--- config.mk ---
export PLATFORM = sky130hd
export DESIGN_NAME = xor_frame_accumulator_flat
export DESIGN_NICKNAME = d
export VERILOG_FILES = /design/src/rtl/xor_frame_accumulator_if.sv /design/src/rtl/xor_frame_accumulator.sv /design/src/flat_wrapper.sv
export SDC_FILE = /design/constraint.sdc
export NUM_CORES = 1
export LEC_CHECK = 0
export CORE_ASPECT_RATIO = 0.75
export CORE_MARGIN = 4
export CORE_UTILIZATION = 25
export CTS_BUF_LIST = sky130_fd_sc_hd__clkbuf_8
export CTS_CLUSTER_DIAMETER = 150
export DETAILED_ROUTE_END_ITERATION = 8
export GPL_TIMING_DRIVEN = 0
export SETUP_SLACK_MARGIN = 0.4
export SLEW_MARGIN = 10
export SYNTH_ARGS = -nofsm -noshare
export SYNTH_HDL_FRONTEND = slang
export SYNTH_SLANG_ARGS = --single-unit
--- constraint.sdc ---
create_clock -name clk -period 5.3 [get_ports clk]
set_input_delay 1.06 -clock clk [delete_from_list [all_inputs] [get_ports clk]]
set_output_delay 1.06 -clock clk [all_outputs]
set_load 0.005 [all_outputs]
--- src/rtl/xor_frame_accumulator_if.sv ---
// Stream bundle for xor_frame_accumulator: input word side and folded-result side.
interface xor_frame_accumulator_if #(
  parameter int unsigned WIDTH   = 8,
  parameter int unsigned MAX_LEN = 16
);
  localparam int unsigned CW = $clog2(MAX_LEN + 1);

  logic             in_valid;
  logic             in_ready;
  logic [WIDTH-1:0] in_data;
  logic             in_last;
  logic             out_valid;
  logic             out_ready;
  logic [WIDTH-1:0] out_data;
  logic             out_parity;
  logic [CW-1:0]    out_count;
  logic             out_overflow;

  // Block side: consumes words, produces results.
  modport slave (
    input  in_valid, in_data, in_last, out_ready,
    output in_ready, out_valid, out_data, out_parity, out_count, out_overflow
  );

  // Environment side: produces words, consumes results.
  modport master (
    output in_valid, in_data, in_last, out_ready,
    input  in_ready, out_valid, out_data, out_parity, out_count, out_overflow
  );
endinterface

--- src/rtl/xor_frame_accumulator.sv ---
// Folds a frame of WIDTH-bit words into one XOR result with parity, word count and
// overflow flag. One result buffer; words past MAX_LEN are drained up to in_last.
module xor_frame_accumulator #(
  parameter int unsigned WIDTH   = 8,
  parameter int unsigned MAX_LEN = 16,
  parameter bit          ODD     = 1'b0
) (
  input logic                    clk,
  input logic                    rst,
  xor_frame_accumulator_if.slave bus
);
  localparam int unsigned CW = $clog2(MAX_LEN + 1);

  typedef enum logic [1:0] {StAcc, StHold, StDrain} state_e;

  state_e           state_q, state_d;
  logic [WIDTH-1:0] acc_q, acc_d;
  logic [CW-1:0]    cnt_q, cnt_d;
  logic             drain_q, drain_d;
  logic             out_valid_q, out_valid_d;
  logic [WIDTH-1:0] out_data_q, out_data_d;
  logic             out_parity_q, out_parity_d;
  logic [CW-1:0]    out_count_q, out_count_d;
  logic             out_overflow_q, out_overflow_d;

  logic             in_ready;
  logic             accept;
  logic [WIDTH-1:0] acc_n;
  logic [CW-1:0]    cnt_n;
  logic             full_n;

  // Input is taken in ACC and DRAIN; HOLD stalls until the result is consumed.
  always_comb begin
    in_ready = (state_q == StAcc) || (state_q == StDrain);
    accept   = bus.in_valid && in_ready;
    // First word of a frame loads rather than folds, so acc need not be cleared early.
    acc_n    = (cnt_q == '0) ? bus.in_data : (acc_q ^ bus.in_data);
    cnt_n    = cnt_q + CW'(1);
    full_n   = (cnt_n == CW'(MAX_LEN));
  end

  // Next-state and result-buffer update.
  always_comb begin
    state_d        = state_q;
    acc_d          = acc_q;
    cnt_d          = cnt_q;
    drain_d        = drain_q;
    out_valid_d    = out_valid_q;
    out_data_d     = out_data_q;
    out_parity_d   = out_parity_q;
    out_count_d    = out_count_q;
    out_overflow_d = out_overflow_q;
    unique case (state_q)
      StAcc: begin
        if (accept) begin
          if (bus.in_last || full_n) begin
            out_data_d     = acc_n;
            out_count_d    = cnt_n;
            out_parity_d   = ODD ? ~^acc_n : ^acc_n;
            out_overflow_d = full_n && !bus.in_last;
            drain_d        = full_n && !bus.in_last;
            out_valid_d    = 1'b1;
            acc_d          = '0;
            cnt_d          = '0;
            state_d        = StHold;
          end else begin
            acc_d = acc_n;
            cnt_d = cnt_n;
          end
        end
      end
      StHold: begin
        if (bus.out_ready) begin
          out_valid_d = 1'b0;
          drain_d     = 1'b0;
          state_d     = drain_q ? StDrain : StAcc;
        end
      end
      StDrain: begin
        // Overflow words are dropped; acc/cnt already cleared at close.
        if (accept && bus.in_last) begin
          state_d = StAcc;
        end
      end
      default: state_d = StAcc;
    endcase
  end

  // State and result registers; reset discards any partial frame.
  always_ff @(posedge clk or posedge rst) begin
    if (rst) begin
      state_q        <= StAcc;
      acc_q          <= '0;
      cnt_q          <= '0;
      drain_q        <= 1'b0;
      out_valid_q    <= 1'b0;
      out_data_q     <= '0;
      out_parity_q   <= 1'b0;
      out_count_q    <= '0;
      out_overflow_q <= 1'b0;
    end else begin
      state_q        <= state_d;
      acc_q          <= acc_d;
      cnt_q          <= cnt_d;
      drain_q        <= drain_d;
      out_valid_q    <= out_valid_d;
      out_data_q     <= out_data_d;
      out_parity_q   <= out_parity_d;
      out_count_q    <= out_count_d;
      out_overflow_q <= out_overflow_d;
    end
  end

  // Drive the bundle from registered state.
  always_comb begin
    bus.in_ready     = in_ready;
    bus.out_valid    = out_valid_q;
    bus.out_data     = out_data_q;
    bus.out_parity   = out_parity_q;
    bus.out_count    = out_count_q;
    bus.out_overflow = out_overflow_q;
  end
endmodule

--- src/flat_wrapper.sv ---
// flat-port wrapper written by rule: the top's interface ports become plain ports
module xor_frame_accumulator_flat 
#(
  parameter int unsigned WIDTH   = 8,
  parameter int unsigned MAX_LEN = 16,
  parameter bit          ODD     = 1'b0
)
  (clk, rst, bus_in_valid, bus_in_data, bus_in_last, bus_out_ready, bus_in_ready, bus_out_valid, bus_out_data, bus_out_parity, bus_out_count, bus_out_overflow);
  xor_frame_accumulator_if #(.WIDTH(WIDTH), .MAX_LEN(MAX_LEN)) bus_i ();
  input logic clk;
  input logic rst;
  input wire logic [$bits(bus_i.in_valid)-1:0] bus_in_valid;
  input wire logic [$bits(bus_i.in_data)-1:0] bus_in_data;
  input wire logic [$bits(bus_i.in_last)-1:0] bus_in_last;
  input wire logic [$bits(bus_i.out_ready)-1:0] bus_out_ready;
  output wire logic [$bits(bus_i.in_ready)-1:0] bus_in_ready;
  output wire logic [$bits(bus_i.out_valid)-1:0] bus_out_valid;
  output wire logic [$bits(bus_i.out_data)-1:0] bus_out_data;
  output wire logic [$bits(bus_i.out_parity)-1:0] bus_out_parity;
  output wire logic [$bits(bus_i.out_count)-1:0] bus_out_count;
  output wire logic [$bits(bus_i.out_overflow)-1:0] bus_out_overflow;
  assign bus_i.in_valid = bus_in_valid;
  assign bus_i.in_data = bus_in_data;
  assign bus_i.in_last = bus_in_last;
  assign bus_i.out_ready = bus_out_ready;
  assign bus_in_ready = bus_i.in_ready;
  assign bus_out_valid = bus_i.out_valid;
  assign bus_out_data = bus_i.out_data;
  assign bus_out_parity = bus_i.out_parity;
  assign bus_out_count = bus_i.out_count;
  assign bus_out_overflow = bus_i.out_overflow;
  xor_frame_accumulator #(.WIDTH(WIDTH), .MAX_LEN(MAX_LEN), .ODD(ODD)) u_core (.clk(clk), .rst(rst), .bus(bus_i));
endmodule
# After elaboration in Yosys (flattened, before gate mapping)
# Index checks and enable logic that the tools add are counted.
classes:
  addsub: 1
  eq_ne: 7
  muxes: 16
  bitwise_logic: 1
  n_reduce_logical: 14
ops:
  columns: ["cell", "n"]
  rows:
  - ["$mux 8", 2]
  - ["$mux 2", 5]
  - ["$reduce_and 4->1", 2]
  - ["$reduce_xor 8->1", 1]
  - ["$xor 8x8->8", 1]
  - ["$ne 2x2->1 const B", 3]
  - ["$pmux 2 s3", 1]
  - ["$add 5x1->5 const B", 1]
  - ["$eq 5x5->1 const B", 1]
  - ["$logic_not 5->1", 1]
  - ["$mux 1", 5]
  - ["$mux 5", 1]
  - ["$pmux 1 s2", 2]
  - ["$logic_and 1x1->1", 3]
  - ["$reduce_and 3->1", 1]
  - ["$eq 2x1->1 const B", 1]
  - ["$eq 2x2->1 const B", 1]
  - ["$logic_not 2->1", 1]
  - ["$logic_or 1x1->1", 2]
  - ["$ne 2x1->1 const B", 1]
  - ["$reduce_and 2->1", 1]
  - ["$reduce_bool 2->1", 1]
  - ["$logic_not 1->1", 1]
totals:
  regBits: 32
  out_inout_bits: 17
  word_cells: 48

# Logic depth before layout (Yosys ltp)
# Gate-level depths: netlist of run 1.
depth:
  depth_word: 6
  ltp_mapped: 9

# Worst setup path after synthesis of run 1
# OpenSTA, ideal clock, no wires.
synth_path:
  kind: "input-to-reg"
  startpoint: "input port bus_in_data[0]"
  endpoint: "register u_core.out_parity_q (netlist: u_core.bus.out_parity)"
  setup_ns: 0.092
  arrival_ns: 2.384
  t_required_ns: 5.208
  setup_slack_ns: 2.824
  cell_stages: 5
  n_path_buf: 0
  path_cell_list: "or3_1 -> a211o_1 -> a211o_1 -> and4_4 -> o31ai_2"
synth_via:
  elab_chain_cells: 3
synth_rtl:
  columns: ["element", "line", "rtl"]
  rows:
  - ["from (decl)", "flat_wrapper.sv:13", "input wire logic [$bits(bus_i.in_data)-1:0] bus_in_data;"]
  - ["$xor 8x8->8", "xor_frame_accumulator.sv:37", "acc_n = (cnt_q == '0) ? bus.in_data : (acc_q ^ bus.in_data);"]
  - ["$mux 8 *", "xor_frame_accumulator.sv:37", null]
  - ["$reduce_xor 8->1 *", "xor_frame_accumulator.sv:59", "out_parity_d = ODD ? ~^acc_n : ^acc_n;"]
  - ["to (signal assigned)", "xor_frame_accumulator.sv:108", "out_parity_q <= out_parity_d;"]
  - ["to (decl)", "xor_frame_accumulator.sv:22", "logic out_parity_q, out_parity_d;"]
# Mark *: on every way between the ends. The rest lies on a longest branch, timed or not.
# A chain may end at the register's enable or synchronous reset.

# Worst setup path in the final report of run 1
layout_path:
  startpoint: "input port bus_in_valid"
  endpoint: "register u_core.cnt_q[2]"
layout_via:
  elab_chain_cells: 2
layout_rtl:
  columns: ["element", "line", "rtl"]
  rows:
  - ["from (decl)", "flat_wrapper.sv:12", "input wire logic [$bits(bus_i.in_valid)-1:0] bus_in_valid;"]
  - ["$logic_and 1x1->1", "xor_frame_accumulator.sv:35", "accept = bus.in_valid && in_ready;"]
  - ["$reduce_and 2->1 (no source line)", null, null]
  - ["to (signal assigned)", "xor_frame_accumulator.sv:104", "cnt_q <= cnt_d;"]
  - ["to (decl)", "xor_frame_accumulator.sv:18", "logic [CW-1:0] cnt_q, cnt_d;"]
# Every way passes these cells.

==> metrics.csv, run 1 <==
metric,value,unit
clk slew on worst S/H paths,0.06,ns
CP arrival,2.98,ns
synthesized flop and latch total,32,
Setup CP Type,in2reg,
H-tree levels,2,
final wirelength,4.55,mm
post-synth design cell area,1780,sq um
Die W,105,um
layout cells sized above 1,11.4,%
post-layout instance area,2280,sq um
outcome,"complete, no violations",
Crit path max-delay family,buffers and inverters,
maximum capacitance violations,0,
largest net degree at the start of global routing,33,
CTS tree,done,
vias,1482,
syn nets,199,
antenna fix cells,0,
die area,8530,sq um
Post-synth EDFFs,0,
hold buffers post-CTS,0,
CTS-repair resized insts,0,
top cell type by total area after synthesis,dfrtp_1,
Port Buffer Count,29,
Yosys top cell area share,45.1,%
CTS buffer count,5,
Initial Utilization,25.9,%
global-route usage over all layers,11.2,%
Critical-path top delay cell,nor2_1,
worst min path class,reg2reg,
fin. max-slew vios,0,
Slew HR,52.1,%
router iterations before antenna repair,4,
first-pass GRT wire length,7.47,mm
unrepaired setup endpoints after global routing,false,
reg2reg setup slack,2.75,ns
core area,6860,sq um
Worst Max-Slew Pin Slew,0.716,ns
nature of the critical path startpoint,input pin,
Post-CTS Repair Setup Buffers,0,
drt wl/cell,14.3,um
num rows,26,
Area Overhead vs Synth,28.5,%
clk root buf,clkbuf_8,
nets,235,
post-synth cell types,45,
Max stage delay on crit path,0.56,ns
Ys Warns,0,
Worst Path Required,5.47,ns
peak supply drop,0.000123,V
nature of the critical path endpoint,register,
"commonest non-fill, non-tap cell in the layout",dfrtp_1,
number of global-route vias before repair,1488,
"Clk Latency, worst-skew pair",0.29,ns
GPL Wtd Cong,0.815,
ys flop type,dfrtp_1,
sequential area share after synthesis,45.1,%
I/O pin count,30,
PwrDens,397,nW/um^2
Post-Syn Area per Cell,9.70,sq um
most frequent cells in the layout,"dfrtp_1 (32), clkdlybuf4s50_1 (29), o21ai_0 (22)",
Pleak,0.000935,uW
antenna-violating nets left,0,
CTS Buffer Depth,2,
Post-DP Area,2190,sq um
setup tns final,0,ns
DRC viols,0,
grt total ovfl,0,
crit-path cells,"clkdlybuf4s50_1, nand2_1, nor2_1, clkbuf_1, o21ai_0, o2bb2ai_1",
DRT iter0 DRCs,85,
Final Hold Fails,0,
WP buf/inv,2,
Synth area leaders,"dfrtp_1 (45%), o21ai_0 (6.2%), a21oi_1 (3.4%)",
f_max,356,MHz
initial antenna violation count,0,
crit path max fanout,10,
Clock Sinks,32,
minimum clock period after layout,2.81,ns
period utilization,53.0,%
Post-synth ARST share,100,%
detailed placement HPWL,3.35,mm
Die H,81.0,um
Max Clock Skew,0.00936,ns
routed vias/inst,4.66,
Syn Inst Count,183,
final setup fails,0,
==> cell type report <==
class	count	area (sq um)
Clock buffer	6	82.6
Multi-Input combinational cell	132	895
Sequential cell	32	801
Timing Repair Buffer	29	290
Inverter	13	48.8
Clock inverter	2	10.0
Tap cell	98	123
Fill cell	708	4580
Buffer	6	31.3
==> worst register-to-register path: cells and delay by family, from the launching register on <==
| family | cells | cell delay, ns |
|---|---|---|
| simple gates | 3 | 0.75 |
| flops | 1 | 0.49 |
| mux | 1 | 0.40 |
| xor+xnor | 1 | 0.32 |
| fa+ha+maj | 1 | 0.27 |
| compound gates | 1 | 0.20 |
==> kinds of logic after synthesis <==
family / share of synthesized area (%)
compound gates: 28.5
simple gates: 15.6
flops: 45.1
buf+inv: 4.51
xor+xnor: 2.96
fa+ha+maj: 2.11
mux: 1.27
==> Yosys cell counts (all sizes together), types with 4 or more instances <==
master  number
dfrtp       32
o21ai       23
and3         4
clkbuf       4
or3          4
nor2         8
a211o        4
a21boi       4
o22ai        5
o211ai       4
a31oi        4
o31ai        6
a21oi       12
inv         13
nand2       12
xnor2        5
==> flip-flops by register name, indices dropped and copies added (netlist names) <==
register	flops
u_core.bus.out_count	5
u_core.bus.out_valid	1
u_core.state_q	2
u_core.bus.out_data	8
u_core.bus.out_overflow	1
u_core.acc_q	8
u_core.cnt_q	5
u_core.bus.out_parity	1
u_core.drain_q	1
==> final timing paths <==
check | from | to | depth (start not counted)
hold / removal | u_core.bus.out_valid | u_core.bus.out_valid | 1
min in group asynchronous | rst | u_core.bus.out_parity | 2
max in group asynchronous | rst | u_core.bus.out_count[1] | 2
setup / recovery | bus_in_valid | u_core.cnt_q[2] | 6
hold reg to reg | u_core.bus.out_valid | u_core.bus.out_valid | 1
setup reg to reg | u_core.cnt_q[0] | u_core.bus.out_count[1] | 7
==> where the power goes <==
| group | internal (uW) | switching (uW) |
|---|---|---|
| clock | 104 | 92.4 |
| sequential | 304 | 46.0 |
| combinational | 186 | 175 |
| total | 593 | 313 |
==> metal layers <==
layer  vias up  wire, um  global-route usage (%)
li1        749         -                       -
met5         -         0                       0
met3         5       231                    3.89
met1       700      2360                    15.5
met4         0        36                    3.01
met2        28      1920                    16.6
==> per-stage QoR <==
step           utilization [%]  hold WS (ns)  cells  power [uW]  worst slack, ns
2_1_floorplan                -         0.449    183         572             2.82
3_3_place_gp              31.9         0.468    310         708             2.23
3_5_place_dp              31.9         0.472    310         717             2.18
4_1_cts                   33.2         0.486    318         920             2.49
5_1_grt                   33.2         0.506    318         977             2.39
6_report                  33.2         0.483    318         906             2.49
No activity file was read; power rests on OpenSTA's default activity.
==> run 2, diff against run 1 <==
==> constraint.sdc (replaced) <==
create_clock -name clk -period 2.4 [get_ports clk]
set_input_delay 0.48 -clock clk [delete_from_list [all_inputs] [get_ports clk]]
set_output_delay 0.48 -clock clk [all_outputs]
set_load 0.005 [all_outputs]
==> metrics.csv, run 2 (synthesized netlist as in run 1, its figures left out) <==
metric,value,unit,change
outcome,"complete, no violations",,
placed cell count,310,,unchanged
initial antenna violation count,0,,unchanged
layout cells sized above 1,24.1,%,+13 points
antenna fix cells,0,,unchanged
worst min path class,reg2reg,,
WP buf/inv,2,,unchanged
Max stage delay on crit path,0.41,ns,-0.15 ns
I/O pin count,30,,unchanged
Reg-to-Reg End,u_core.bus.out_parity,,
FF-to-FF Start,u_core.cnt_q[0],,
CP arrival,2.51,ns,-0.47 ns
first-pass GRT wire length,8.05,mm,+7.8%
clk root buf,clkbuf_8,,
detailed placement HPWL,3.38,mm,+0.83%
Area Overhead vs Synth,40.9,%,
Worst Path Required,2.60,ns,-2.87 ns
worst hold stages,2,,+1
die area,8530,sq um,unchanged
Clock power frac,20.1,%,-1.5 points
global-route usage over all layers,12.0,%,+0.82 points
period utilization,96.4,%,
maximum capacitance violations,0,,unchanged
core area,6860,sq um,unchanged
Non-Filler Instances,330,,+3.8%
antenna-violating nets left,0,,unchanged
Internal,1420,uW,+140%
CTS Buffer Depth,2,,unchanged
CTS buffer count,5,,unchanged
CTS tree,done,,
number of global-route vias before repair,1545,,+3.8%
num rows,26,,unchanged
final wirelength,4.89,mm,+7.5%
Clock Sinks,32,,unchanged
Final Hold Fails,0,,unchanged
WP depth,9,,+3
crit path max fanout,7,,-3
peak supply drop,0.000281,V,+130%
reg2reg setup slack,0.09,ns,-2.66 ns
unrepaired setup endpoints after global routing,true,,
PwrDens,871,nW/um^2,+120%
Initial Utilization,25.9,%,unchanged
r2r worst-path depth,9,,+2
DRT iter0 DRCs,92,,+8.2%
most frequent cells in the layout,"dfrtp_1 (31), clkdlybuf4s50_1 (29), o21ai_0 (18)",,
nets,247,,+5.1%
final setup fails,0,,unchanged
clk slew on worst S/H paths,0.07,ns,about the same
Port Buffer Count,29,,unchanged
sw frac,35.0,%,+0.40 points
f_max,432,MHz,
Multi-input gate area,1010,sq um,+13%
setup tns final,0,ns,unchanged
Crit path max-delay family,compound AO/OA/AOI/OAI gates,,
crit-path cells,"inv_2, ha_4, nor4b_4, buf_6, or3_4, a211o_1, a211o_1, and4_4, o31ai_2",,
Slew HR,53.7,%,+1.6 points
DRC viols,0,,unchanged
nature of the critical path startpoint,register,,
Die W,105,um,unchanged
HP Start,u_core.acc_q[6],,
router iterations before antenna repair,4,,unchanged
Seq pwr share,35.2,%,-3.4 points
register area,802,sq um,+0.16%
minimum clock period after layout,2.31,ns,
Pleak,0.00103,uW,+9.7%
# fillers,706,,-0.28%
nature of the critical path endpoint,register,,
Worst Hold End,u_core.acc_q[6],,
logic gate share of total power,44.7,%,+4.9 points
drt wl/cell,14.8,um,+3.6%
vias,1589,,+7.2%
cell mode on critical path,a211o_1,,
Worst Max-Slew Pin Slew,0.693,ns,-0.0225 ns
largest net degree at the start of global routing,33,,unchanged
Die H,81.0,um,unchanged
routed vias/inst,4.82,,+3.3%
Setup CP Type,reg2reg,,
Power Total,2180,uW,+140%
H-tree levels,2,,unchanged
Max Clock Skew,0.00952,ns,+0.000162 ns
Critical-path top delay cell,dfrtp_2,,
"commonest non-fill, non-tap cell in the layout",dfrtp_1,,
grt total ovfl,0,,unchanged
GPL Wtd Cong,0.833,,+2.2%
net switching power,762,uW,+140%
"Clk Latency, worst-skew pair",0.28,ns,about the same
fin. max-slew vios,0,,unchanged
==> run 2: changes by cell type in the layout (fill, tap and decap cells not counted), moves of 2 or more <==
cell	delta
or3_1	-2
inv_1	-2
or3_4	+2
a211oi_1	-2
a211oi_2	+2
inv_2	+2
buf_4	+11
o21ai_1	+3
o21ai_0	-4
nor2_1	-2
==> run 2: area by class of cell <==
class	instances	share of cell area, %
Tap cell	98	4.90
Buffer	6	1.75
Sequential cell	32	32.1
Multi-Input combinational cell	132	40.3
Clock buffer	6	3.30
Timing Repair Buffer	41	15.4
Inverter	13	1.95
Clock inverter	2	0.400
==> run 2: worst reg2reg max path, delay by kind of cell, from the launching register on <==
kind / cells / cell delay [ns]
AOI/OAI and AO/OA: 3 / 0.76
adders and majority gates: 1 / 0.16
buffers and inverters: 2 / 0.21
and+or+nand+nor: 3 / 0.69
DFF: 1 / 0.41
==> run 2: power groups by stage <==
stage                     clock [uW]  combinational [uW]  sequential (uW)
after floorplan                    0                 508              767
after global placement             0                 796              779
after detailed placement           0                 816              784
after CTS                        451                 953              767
after global routing             478                1080              788
final                            438                 973              767
==> run 2: worst max-delay path by stage <==
stage	slack, ns	end	startpoint
after floorplan	0.24	u_core.bus.out_parity	u_core.cnt_q[0]
after global placement	-0.1	u_core.cnt_q[2]	bus_in_valid
after detailed placement	-0.20	u_core.cnt_q[2]	bus_in_valid
after CTS	0.05	u_core.bus.out_parity	u_core.cnt_q[0]
after global routing	0.02	u_core.bus.out_parity	u_core.cnt_q[0]
final	0.09	u_core.bus.out_parity	u_core.cnt_q[0]
==> run 2: layer usage <==
metal  track usage, %  vias to the layer above  wire (um)
li1                 -                      770          -
met3             3.65                        2        276
met5                0                        -          0
met1             17.3                      788       2430
met4             1.57                        0          7
met2             18.2                       29       2180
==> run 2: through the flow <==
stage | instance area (sq um) | util, % | hold WS, ns | setup slack [ns]
after floorplan | 1790 | - | 0.449 | 0.235
after global routing | 2500 | 36.4 | 0.513 | 0.0174
after detailed placement | 2200 | 32.1 | 0.471 | -0.195
final | 2500 | 36.4 | 0.484 | 0.0859
after global placement | 2200 | 32.1 | 0.465 | -0.0966
after CTS | 2460 | 35.8 | 0.488 | 0.0494
==> run 2: timing repair <==
item | CTS | global route
setup endpoints to repair | 30 | 30
buffers inserted | 12 | 0
pin swaps | 9 | 3
hold buffers | 0 | 0
gates resized for setup | 19 | 9
